$ cat config.mk
export PLATFORM = sky130hd
export DESIGN_NAME = fetch_queue_flat
export DESIGN_NICKNAME = d
export VERILOG_FILES = /design/src/rtl/fetch_queue_pkg.sv /design/src/rtl/fetch_queue_if.sv /design/src/rtl/fetch_queue_sync_fifo.sv /design/src/rtl/fetch_queue.sv /design/src/flat_wrapper.sv
export SDC_FILE = /design/constraint.sdc
export NUM_CORES = 1
export LEC_CHECK = 0
export BUFFER_PORTS_ARGS = -buffer_cell sky130_fd_sc_hd__buf_2
export CAP_MARGIN = 20
export CORE_ASPECT_RATIO = 1.1
export CORE_UTILIZATION = 27
export DETAILED_ROUTE_END_ITERATION = 10
export PLACE_DENSITY = 0.56
export RECOVER_POWER = 100
export SYNTH_ARGS = -nofsm -noshare
export SYNTH_HDL_FRONTEND = slang
export SYNTH_SLANG_ARGS = --single-unit
$ cat constraint.sdc
create_clock -name clk -period 3.22 [get_ports clk]
set_input_delay 0.644 -clock clk [delete_from_list [all_inputs] [get_ports clk]]
set_output_delay 0.644 -clock clk [all_outputs]
set_load 0.05 [all_outputs]
$ cat src/rtl/fetch_queue_pkg.sv
// Shared types and constants for the instruction fetch queue.
// Entries pair each little-endian instruction with the PC it was fetched from.
package fetch_queue_pkg;
  localparam int XLEN = 32;
  localparam logic [XLEN-1:0] RESET_PC_DEFAULT = 32'h0000_0000;

  typedef struct packed {
    logic [XLEN-1:0] pc;
    logic [XLEN-1:0] inst;
  } inst_entry_t;

  // The assembler delivers the first byte in the top lane; RISC-V wants it lowest.
  function automatic logic [XLEN-1:0] byte_swap(input logic [XLEN-1:0] w);
    return {w[7:0], w[15:8], w[23:16], w[31:24]};
  endfunction
endpackage

$ cat src/rtl/fetch_queue_if.sv
// Assembler-side, execute-side and decode-side signals of the fetch queue.
// The slave modport is the queue itself; master is whoever drives it.
interface fetch_queue_if;
  import fetch_queue_pkg::*;

  logic [XLEN-1:0] wd_i;
  logic            wd_ok_i;
  logic            fetch_en_o;
  logic            restart_o;
  logic [XLEN-1:0] restart_addr_o;
  logic            redirect_i;
  logic [XLEN-1:0] redirect_pc_i;
  logic [XLEN-1:0] inst_o;
  logic [XLEN-1:0] pc_o;
  logic            valid_o;
  logic            ready_i;
  logic            overflow_o;

  modport master (
    output wd_i, wd_ok_i, redirect_i, redirect_pc_i, ready_i,
    input  fetch_en_o, restart_o, restart_addr_o, inst_o, pc_o, valid_o, overflow_o
  );

  modport slave (
    input  wd_i, wd_ok_i, redirect_i, redirect_pc_i, ready_i,
    output fetch_en_o, restart_o, restart_addr_o, inst_o, pc_o, valid_o, overflow_o
  );
endinterface

$ cat src/rtl/fetch_queue_sync_fifo.sv
// Generic single-clock FIFO with flush and occupancy count; read data is the
// combinational head entry. The caller never writes when full without also reading.
module sync_fifo #(
  parameter int DEPTH = 4,
  parameter int WIDTH = 64
) (
  input  logic                       clk,
  input  logic                       rst,
  input  logic                       flush,
  input  logic                       wr_en,
  input  logic [WIDTH-1:0]           wr_data,
  input  logic                       rd_en,
  output logic [WIDTH-1:0]           rd_data,
  output logic [$clog2(DEPTH):0]     count
);
  localparam int AW = $clog2(DEPTH);
  localparam int CW = AW + 1;

  logic [WIDTH-1:0] mem [DEPTH];
  logic [AW-1:0]    wr_ptr_reg;
  logic [AW-1:0]    rd_ptr_reg;
  logic [CW-1:0]    count_reg;

  always_ff @(posedge clk) begin
    if (rst || flush) begin
      wr_ptr_reg <= '0;
      rd_ptr_reg <= '0;
      count_reg  <= '0;
    end else begin
      if (wr_en) wr_ptr_reg <= wr_ptr_reg + 1'b1;
      if (rd_en) rd_ptr_reg <= rd_ptr_reg + 1'b1;
      case ({wr_en, rd_en})
        2'b10:   count_reg <= count_reg + 1'b1;
        2'b01:   count_reg <= count_reg - 1'b1;
        default: count_reg <= count_reg;
      endcase
    end
  end

  always_ff @(posedge clk) begin
    if (wr_en && !flush && !rst) mem[wr_ptr_reg] <= wr_data;
  end

  assign rd_data = mem[rd_ptr_reg];
  assign count   = count_reg;
endmodule

$ cat src/rtl/fetch_queue.sv
// Buffers assembled words as PC-tagged little-endian instructions for decode,
// throttles the assembler, and restarts it after a branch redirect.
module fetch_queue
  import fetch_queue_pkg::*;
#(
  parameter int              DEPTH    = 4,
  parameter logic [XLEN-1:0] RESET_PC = RESET_PC_DEFAULT
) (
  input logic          clk,
  input logic          rst,
  fetch_queue_if.slave bus
);
  localparam int CW = $clog2(DEPTH) + 1;

  logic [CW-1:0]   count;
  inst_entry_t     head;
  inst_entry_t     enq_entry;
  logic [XLEN-1:0] enq_pc_reg;
  logic            restart_reg;
  logic [XLEN-1:0] restart_addr_reg;
  logic            overflow_reg;
  logic            valid;
  logic            full;
  logic            word_live;
  logic            deq;
  logic            enq;
  logic            ovf;

  assign valid = (count != '0);
  assign full  = (count == CW'(DEPTH));
  assign deq   = valid & bus.ready_i & ~bus.redirect_i;
  // A word arriving in the redirect or restart cycle belongs to the old stream.
  assign word_live = bus.wd_ok_i & ~bus.redirect_i & ~restart_reg;
  assign enq   = word_live & (~full | deq);
  assign ovf   = word_live & full & ~deq;

  assign enq_entry.pc   = enq_pc_reg;
  assign enq_entry.inst = byte_swap(bus.wd_i);

  sync_fifo #(
    .DEPTH (DEPTH),
    .WIDTH ($bits(inst_entry_t))
  ) u_fifo (
    .clk     (clk),
    .rst     (rst),
    .flush   (bus.redirect_i),
    .wr_en   (enq),
    .wr_data (enq_entry),
    .rd_en   (deq),
    .rd_data (head),
    .count   (count)
  );

  always_ff @(posedge clk) begin
    if (rst) begin
      enq_pc_reg       <= RESET_PC;
      restart_reg      <= 1'b0;
      restart_addr_reg <= '0;
      overflow_reg     <= 1'b0;
    end else begin
      restart_reg <= bus.redirect_i;
      if (bus.redirect_i) begin
        enq_pc_reg       <= {bus.redirect_pc_i[XLEN-1:2], 2'b00};
        restart_addr_reg <= {bus.redirect_pc_i[XLEN-1:2], 2'b00};
      end else if (enq) begin
        enq_pc_reg <= enq_pc_reg + 32'd4;
      end
      if (ovf) overflow_reg <= 1'b1;
    end
  end

  // One slot stays free for the word the assembler may already be building.
  assign bus.fetch_en_o     = (count + 1'b1) < CW'(DEPTH);
  assign bus.restart_o      = restart_reg;
  assign bus.restart_addr_o = restart_addr_reg;
  assign bus.inst_o         = head.inst;
  assign bus.pc_o           = head.pc;
  assign bus.valid_o        = valid;
  assign bus.overflow_o     = overflow_reg;
endmodule

$ cat src/flat_wrapper.sv
// flat-port wrapper written by rule: the top's interface ports become plain ports
module fetch_queue_flat import fetch_queue_pkg::*;
#(
  parameter int              DEPTH    = 4,
  parameter logic [XLEN-1:0] RESET_PC = RESET_PC_DEFAULT
)
  (clk, rst, bus_wd_i, bus_wd_ok_i, bus_redirect_i, bus_redirect_pc_i, bus_ready_i, bus_fetch_en_o, bus_restart_o, bus_restart_addr_o, bus_inst_o, bus_pc_o, bus_valid_o, bus_overflow_o);
  fetch_queue_if bus_i ();
  input logic clk;
  input logic rst;
  input wire logic [$bits(bus_i.wd_i)-1:0] bus_wd_i;
  input wire logic [$bits(bus_i.wd_ok_i)-1:0] bus_wd_ok_i;
  input wire logic [$bits(bus_i.redirect_i)-1:0] bus_redirect_i;
  input wire logic [$bits(bus_i.redirect_pc_i)-1:0] bus_redirect_pc_i;
  input wire logic [$bits(bus_i.ready_i)-1:0] bus_ready_i;
  output wire logic [$bits(bus_i.fetch_en_o)-1:0] bus_fetch_en_o;
  output wire logic [$bits(bus_i.restart_o)-1:0] bus_restart_o;
  output wire logic [$bits(bus_i.restart_addr_o)-1:0] bus_restart_addr_o;
  output wire logic [$bits(bus_i.inst_o)-1:0] bus_inst_o;
  output wire logic [$bits(bus_i.pc_o)-1:0] bus_pc_o;
  output wire logic [$bits(bus_i.valid_o)-1:0] bus_valid_o;
  output wire logic [$bits(bus_i.overflow_o)-1:0] bus_overflow_o;
  assign bus_i.wd_i = bus_wd_i;
  assign bus_i.wd_ok_i = bus_wd_ok_i;
  assign bus_i.redirect_i = bus_redirect_i;
  assign bus_i.redirect_pc_i = bus_redirect_pc_i;
  assign bus_i.ready_i = bus_ready_i;
  assign bus_fetch_en_o = bus_i.fetch_en_o;
  assign bus_restart_o = bus_i.restart_o;
  assign bus_restart_addr_o = bus_i.restart_addr_o;
  assign bus_inst_o = bus_i.inst_o;
  assign bus_pc_o = bus_i.pc_o;
  assign bus_valid_o = bus_i.valid_o;
  assign bus_overflow_o = bus_i.overflow_o;
  fetch_queue #(.DEPTH(DEPTH), .RESET_PC(RESET_PC)) u_core (.clk(clk), .rst(rst), .bus(bus_i));
endmodule
# Word-level counts from Yosys, hierarchy flattened
# Memory sizes are Yosys's and may differ from the RTL's. A register that Yosys moved wholly into a read port is not among the register bits.
# Index checks and enable logic that the tools add are counted.
# W data, S select, Z words.
[op_classes] n_shift=0 reduce_logical=9 multipliers=0 addsub=5 n_mux=7 magnitude_cmp=1 eq_ne=3 bitwise=12 div_mod_pow=0
[op_table] operator="$mux W32" count=2
[op_table] operator="$add A32 B3 Y32 const B" count=1
[op_table] operator="$and A1 B1 Y1" count=7
[op_table] operator="$pmux W3 S2" count=1
[op_table] operator="$add A2 B1 Y2 const B" count=2
[op_table] operator="$mux W2" count=2
[op_table] operator="$not A1 Y1" count=4
[op_table] operator="$reduce_bool A2 Y1" count=2
[op_table] operator="$add A3 B1 Y3 const B" count=1
[op_table] operator="$eq A3 B3 Y1 const B" count=1
[op_table] operator="$lt A3 B3 Y1 const B" count=1
[op_table] operator="$reduce_bool A3 Y1" count=1
[op_table] operator="$sub A3 B1 Y3 const B" count=1
[op_table] operator="$eq A2 B1 Y1 const B" count=1
[op_table] operator="$eq A2 B2 Y1 const B" count=1
[op_table] operator="$logic_and A1 B1 Y1" count=2
[op_table] operator="$logic_not A1 Y1" count=2
[op_table] operator="$mux W1" count=2
[op_table] operator="$reduce_or A2 Y1" count=1
[op_table] operator="$logic_or A1 B1 Y1" count=1
[op_table] operator="$or A1 B1 Y1" count=1
[totals] wordCells=46 input_bits=69 latch_bits=0 rom_bits=0 memories=1 out_inout_bits=100 ram_bits=256 regBits=71
[memory_table] memory="u_core.u_fifo.mem" depth=4 word_bits=64 rd=1 rd_ports_with_merged_regs=1 write_ports=1 line="fetch_queue_sync_fifo.sv:19" source="logic [WIDTH-1:0] mem [DEPTH];"

# Logic depth before layout (Yosys ltp)
# Gate-level depths: netlist of run 1.
[depth] word_depth=9 depth_mapped=7 ltp_nobuf=6

# Cells and area by module
# Synthesis of run 1 repeated with hierarchy kept, for this count alone.
[hier_totals] hier_cells=705 area_unflattened_um2=12634.6
[by_module_without_submodules] mod="sync_fifo" area_per_inst_um2=9743.1 n_inst=1 cells_each=381 seq_area_each_um2=7867.5
[by_module_without_submodules] mod="fetch_queue" area_per_inst_um2=2891.5 n_inst=1 cells_each=324 seq_area_each_um2=1241.2

# Worst setup path after synthesis of run 1
# Ideal clock, no wire load.
[synth_path] path_type="input-to-reg" startpoint="input port bus_redirect_i" endpoint="memory u_core.u_fifo.mem[0][0], enable pin" t_arrival_ps=2724 path_buffers=1 path_slack_ps=69 cell_stages=3 setup_ps=427 required_time_ps=2793 path_cell_list="buf_2 -> nor4b_2 -> and3_1"
[synth_between] elab_chain_len=8 elab_cells_between_ends=11 cone_classes="2 x mux; 6 x bitwise; 3 x reduce/logical"
[synth_rtl] item="from (decl)" line="flat_wrapper.sv:13" source="input wire logic [$bits(bus_i.redirect_i)-1:0] bus_redirect_i;"
[synth_rtl] item="$not A1 Y1" line="fetch_queue.sv:31, fetch_queue.sv:33"
[synth_rtl] item="$and A1 B1 Y1, on equally long branches" line="fetch_queue.sv:33, fetch_queue.sv:31"
[synth_rtl] item="$and A1 B1 Y1 / $or A1 B1 Y1 (equally long branches)" line="fetch_queue.sv:33, fetch_queue.sv:34"
[synth_rtl] item="$and A1 B1 Y1" line="fetch_queue.sv:34" source="assign enq = word_live & (~full | deq);"
[synth_rtl] item="$logic_and A1 B1 Y1 * (2 in a row)" line="fetch_queue_sync_fifo.sv:41" source="if (wr_en && !flush && !rst) mem[wr_ptr_reg] <= wr_data;"
[synth_rtl] item="$mux W1 *" line="fetch_queue_sync_fifo.sv:41"
[synth_rtl] item="$mux W1 (not written as such) *" line="fetch_queue_sync_fifo.sv:41"
[synth_rtl] item="to (decl)" line="fetch_queue_sync_fifo.sv:19"
# Every way passes the cells marked *; elsewhere a longest branch is shown, timed or not.

==> metrics.yaml, run 1 <==
critical_path:
  rrSetupSlack_ns: 0.64
  cp_max_fo: 11
  crit_arrival_ns: 2.28
  critPathLaunchType: "flop"
  cp.required_ns: 2.58
  critical_path_class: "reg -> out"
  cp-end-kind: "output port"
pwr:
  switching_share: 0.230
  power_leakage_nw: 4.94
  p_sw_mw: 2.06
  clockPowerShare: 0.432
  p_int_mw: 6.92
  power_mw: 8.98
  power_density_nw_per_um2: 598
  p_comb_frac: 0.056
  ir_drop_mv: 0.338
  seq_power_share: 0.512
place:
  hpwl_um: 18500
  gp_congestion: 0.812
  dp_slack_ns: 0.705
  placedInstanceArea_sq_um: 14100
  portBuffers: 162
floorplanning:
  die_w_um: 207
  ios: 169
  die_h_um: 227
  dieArea_sq_um: 47100
  num_rows: 82
  fp.coreArea_sq_um: 45600
  start_util: 0.274
timing:
  tns_ns: 0
  finClkSkew_ns: 0.0220
  worst_pin_slew_ns: 1.39
  hold_violations: 0
  rsz0062_at_grt: "false"
  max_freq_ghz: 0.342
  period_minus_slack_ns: 2.92
  setup-violations-final: 0
  timing.final.ws_setup_ns: 0.298
  hold_slack_ns: 0.358
  relSlewSlack: 0.0713
  period_share: 0.907
  slew_violations: 0
clocking:
  cts_buffers: 35
  cts_hold_buf: 0
  cts_sinks: 319
  clk_pin_slew_ns: 0.06
  post_cts_resized: 0
  cts_max_path_buffers: 3
  cts_tree: "yes"
  cts_root_buffer: "clkbuf_16"
  ctsHtreeMaxLevel: 2
  clk_latency_ns: 0.54
  postCtsSetupBuffers: 0
global_routing:
  grt_use_total: 0.124
  antenna_found_initial: 0
  grt_pass1_wl_um: 43300
  grt_overflow: 0
  grt_max_degree: 66
  grt_pass1_vias: 7315
routing:
  routed_wirelength_um: 28900
  via_per_inst: 4.71
  routedWlPerCell_um: 19.0
  drc_errors: 10
  vias: 7187
  drt_iter0_drc: 446
  final_antenna_net_count: 0
  drt_first_pass_iters: 7
logic_synthesis:
  netlist_instances: 736
  yosys-top-cells-count: "edfxtp_1, dfxtp_1, mux4_2"
  synth_area_sq_um: 12500
  synth_warnings: 0
  synth_top_cells_by_area: "edfxtp_1, dfxtp_1, mux4_2, mux2i_1, nor2_1"
  synth-edff-count: 248
  async_flop_share: 0
  syn_area_per_cell_sq_um: 17.0
  synth_ff_type: "edfxtp_1"
  synth-seq-cells: 319
  yosysTopAreaCell: "edfxtp_1"
  yosysMostFrequentCell: "edfxtp_1"
  yosysSeqAreaShare: 0.711
  yosysUniqueCellTypes: 57
  synth.top_cell.area_share: 0.597
final_layout:
  design_area_sq_um: 15000
  syn_to_final_growth_pct: 20.3
  largest_reg_flops: 248
  diodes: 0
  finalNetCount: 989
  drive_gt1_frac: 0.248
  fillers: 4517
flow_run:
  cap_violations: 0
min_path:
  hp-class: "in -> reg"
outcome:
  status: "complete, but fails checks"
  violations: "design-rule violations"
worst paths after layout:
kind / start / to / cells past startpoint
worst max-delay path: flop / bus_pc_o[25] / 3
worst min-delay path: bus_redirect_pc_i[16] / u_core.bus.restart_addr_o[16] / 3
worst max register to register: u_core.u_fifo.count[0] / u_core.u_fifo.mem[3][18] / 5
worst min register to register: u_core.bus.restart_addr_o[12] / u_core.bus.restart_addr_o[12] / 2
through the flow:
step | utilization | cells
after floorplan | - | 739
after global routing | 0.330 | 1526
after global placement | 0.309 | 1463
final | 0.330 | 1526
after CTS | 0.333 | 1526
after detailed placement | 0.309 | 1463
critical path: stages, from the launching register on:
cell	delay [ns]
dfxtp_4	0.48
clkbuf_2	0.35
mux4_2	0.63
clkbuf_2	0.27
power groups by stage:
stage	clock network (mW)	logic, mW	registers, mW
after global placement	0	0.522	4.68
final	3.88	0.505	4.60
after detailed placement	0	0.528	4.68
after global routing	4.18	0.546	4.61
after CTS	4.04	0.530	4.59
after floorplan	0	0.277	4.73
placed cells by master (no fill, tap or decap), drive strengths merged, types with 3 or more instances in the layout:
cell    Yosys  layout
xor2        7       7
dfxtp      71      71
clkinv      1      15
ha          8       8
and4        7       7
nor2       52      52
a311oi      7       7
o31ai       3       3
and3       10      10
o21ai       6       6
or4        16      16
edfxtp    248     248
nor4        5       5
buf        19      45
conb        1       4
clkbuf     25     179
nand3      13      13
mux2i      27      27
nand4      19      19
or3         6       6
nor3        7       7
nand2      29      29
xnor2       5       5
o211ai     13      13
inv        11      12
a211oi      9       9
mux4       62      62
a21oi      11      11
a22oi       8       8
layout make-up:
cell class,count,area (sq um),share of cell area
clock buffer,44,951,0.0633
clock inverter,19,161,0.0108
inverter,12,45.0,0.00300
multi-input combinational,364,3380,0.225
sequential,319,8880,0.591
tap,588,736,0.0490
timing repair buffer,180,863,0.0575
logic make-up after synthesis:
family          count (synthesis)  share of synthesized area
flops                         319                      0.711
buf+inv                        56                     0.0194
other cells                     1                   0.000300
simple gates                  175                     0.0751
compound gates                 76                     0.0446
mux                            89                      0.134
fa+ha+maj                       8                    0.00802
xor+xnor                       12                    0.00842
metal layers:
metal / vias up / part of all wire / global-route usage
met4: 0 / 0.027 / 0.0497
li1: 3312 / - / -
met2: 251 / 0.47 / 0.198
met5: - / 0 / 0
met3: 51 / 0.062 / 0.0259
met1: 3573 / 0.44 / 0.163
Note: power is estimated with default switching activity, not from simulation.
==> inputs of run 2 (changes only) <==
CORE_ASPECT_RATIO = 2   (was 1.1)
SETUP_SLACK_MARGIN = 0.3   (was unset)
==> run 2 against run 1 <==
  * The run ends with max-capacitance violations, max-slew violations left
  * Total power is 1.1% lower
  * Global-route usage grew 0.53 points
  * Hold slack got worse by 0.025 ns
  * Wire length increased by 5.5%
  * Core utilization is 0.12 points lower
  * Register-to-register slack lost 0.25 ns
  * Critical path type unchanged
  * Largest cell class unchanged
  * Highest routed layer unchanged
==> metrics.yaml, run 2 (synthesis gave the netlist of run 1 again) <==
critical_path:
  cp_top_family: "buffers and inverters"
  cp-end-kind: "output port"
  critPathBufInv: 2
  cp.required_ns: 2.58
  critPathLaunchType: "flop"
  cpPeakStageDelay_ns: 0.60
  crit_arrival_ns: 2.29
  crit_path_top_delay_cell: "dfxtp_4"
  worstPathCellList: "buf_12 -> mux4_2 -> clkbuf_1"
  rrSetupSlack_ns: 0.39
  cp_max_fo: 39
  critical_path_class: "reg -> out"
global_routing:
  antenna_found_initial: 0
  grt_use_total: 0.129
  grt_overflow: 0
  grt_pass1_wl_um: 45500
  grt_max_degree: 66
  grt_pass1_vias: 7400
pwr:
  power_leakage_nw: 4.82
  power_mw: 8.88
  ir_drop_mv: 0.436
  power_density_nw_per_um2: 592
routing:
  final_antenna_net_count: 0
  via_per_inst: 4.80
  drt_iter0_drc: 415
  routedWlPerCell_um: 20.2
  drt_first_pass_iters: 5
  routed_wirelength_um: 30500
  vias: 7236
  drc_errors: 0
clocking:
  ctsHtreeMaxLevel: 1
  cts_buffers: 30
  cts_root_buffer: "clkbuf_16"
  clk_pin_slew_ns: 0.07
  cts_max_path_buffers: 3
  clk_latency_ns: 0.57
  cts_tree: "yes"
  cts_hold_buf: 0
  post_cts_resized: 0
  cts_sinks: 319
  postCtsSetupBuffers: 5
outcome:
  status: "complete, but fails checks"
  violations: "max-capacitance violations, max-slew violations"
min_path:
  hp-class: "in -> reg"
final_layout:
  fillers: 4473
  seq_area_sq_um: 8880
  drive_gt1_frac: 0.198
  mostFrequentLayoutCell: "edfxtp_1"
  mostFrequentLayoutCells: "edfxtp_1, clkbuf_1, dfxtp_1, mux4_2, nor2_1"
  syn_to_final_growth_pct: 20.2
  multi_input_area_sq_um: 3380
  finalNetCount: 996
  largest_reg_flops: 248
  diodes: 0
timing:
  relSlewSlack: -0.00648
  max_freq_ghz: 0.341
  hold_slack_ns: 0.333
  rsz0062_at_grt: "false"
  worst_pin_slew_ns: 1.51
  finClkSkew_ns: 0.0260
  period_share: 0.912
  hold_violations: 0
  period_minus_slack_ns: 2.94
  setup-violations-final: 0
  slew_violations: 66
  tns_ns: 0
floorplanning:
  ios: 169
  fp.coreArea_sq_um: 45700
  num_rows: 111
  dieArea_sq_um: 47100
  die_h_um: 306
  die_w_um: 154
  start_util: 0.273
flow_run:
  cap_violations: 1
place:
  gp_congestion: 0.793
  hpwl_um: 20600
  portBuffers: 162
[run 2: final timing paths]
kind / from / end / depth (start not counted)
max: flop / bus_pc_o[21] / 3
min: bus_wd_i[13] / u_core.u_fifo.mem[1][21] / 1
max reg2reg: u_core.u_fifo.count[0] / u_core.u_fifo.mem[1][11] / 6
min reg2reg: u_core.bus.restart_addr_o[2] / u_core.bus.restart_addr_o[2] / 2
[run 2: worst register-to-register path, stage by stage (launching register included)]
cell	delay, ns
dfxtp_1	0.37
inv_1	0.09
ha_1	0.24
nand3b_1	0.40
clkbuf_1	0.23
and3_1	0.25
buf_2	0.81
[run 2: final cells by class]
| type | instances | area share |
|---|---|---|
| Multi-Input combinational cell | 364 | 0.225 |
| Tap cell | 565 | 0.0471 |
| Clock inverter | 16 | 0.0135 |
| Clock buffer | 40 | 0.0573 |
| Inverter | 12 | 0.00300 |
| Timing Repair Buffer | 192 | 0.0620 |
| Sequential cell | 319 | 0.592 |
[run 2: metrics by stage]
| step | worst slack (ns) | std cells | utilization | cell area (sq um) |
|---|---|---|---|---|
| floorplan | 0.750 | 739 | - | 12500 |
| CTS | 0.327 | 1508 | 0.334 | 15300 |
| detailed placement | 0.566 | 1447 | 0.310 | 14200 |
| global placement | 0.598 | 1447 | 0.310 | 14200 |
| global route | 0.172 | 1508 | 0.328 | 15000 |
| finish | 0.284 | 1508 | 0.328 | 15000 |
[run 2: per-layer routing]
metal  global-route usage  vias to the layer above  routed length (um)
met5                    0                        -                   0
met4               0.0484                        0                 903
met3               0.0171                       51                1290
met2                0.258                      199               17500
met1                0.133                     3664               10900
li1                     -                     3322                   -
[run 2: where the power goes]
group / internal (mW) / switching, mW
registers: 4.51 / 0.0815
clock network: 2.21 / 1.57
logic: 0.141 / 0.371
total: 6.86 / 2.03
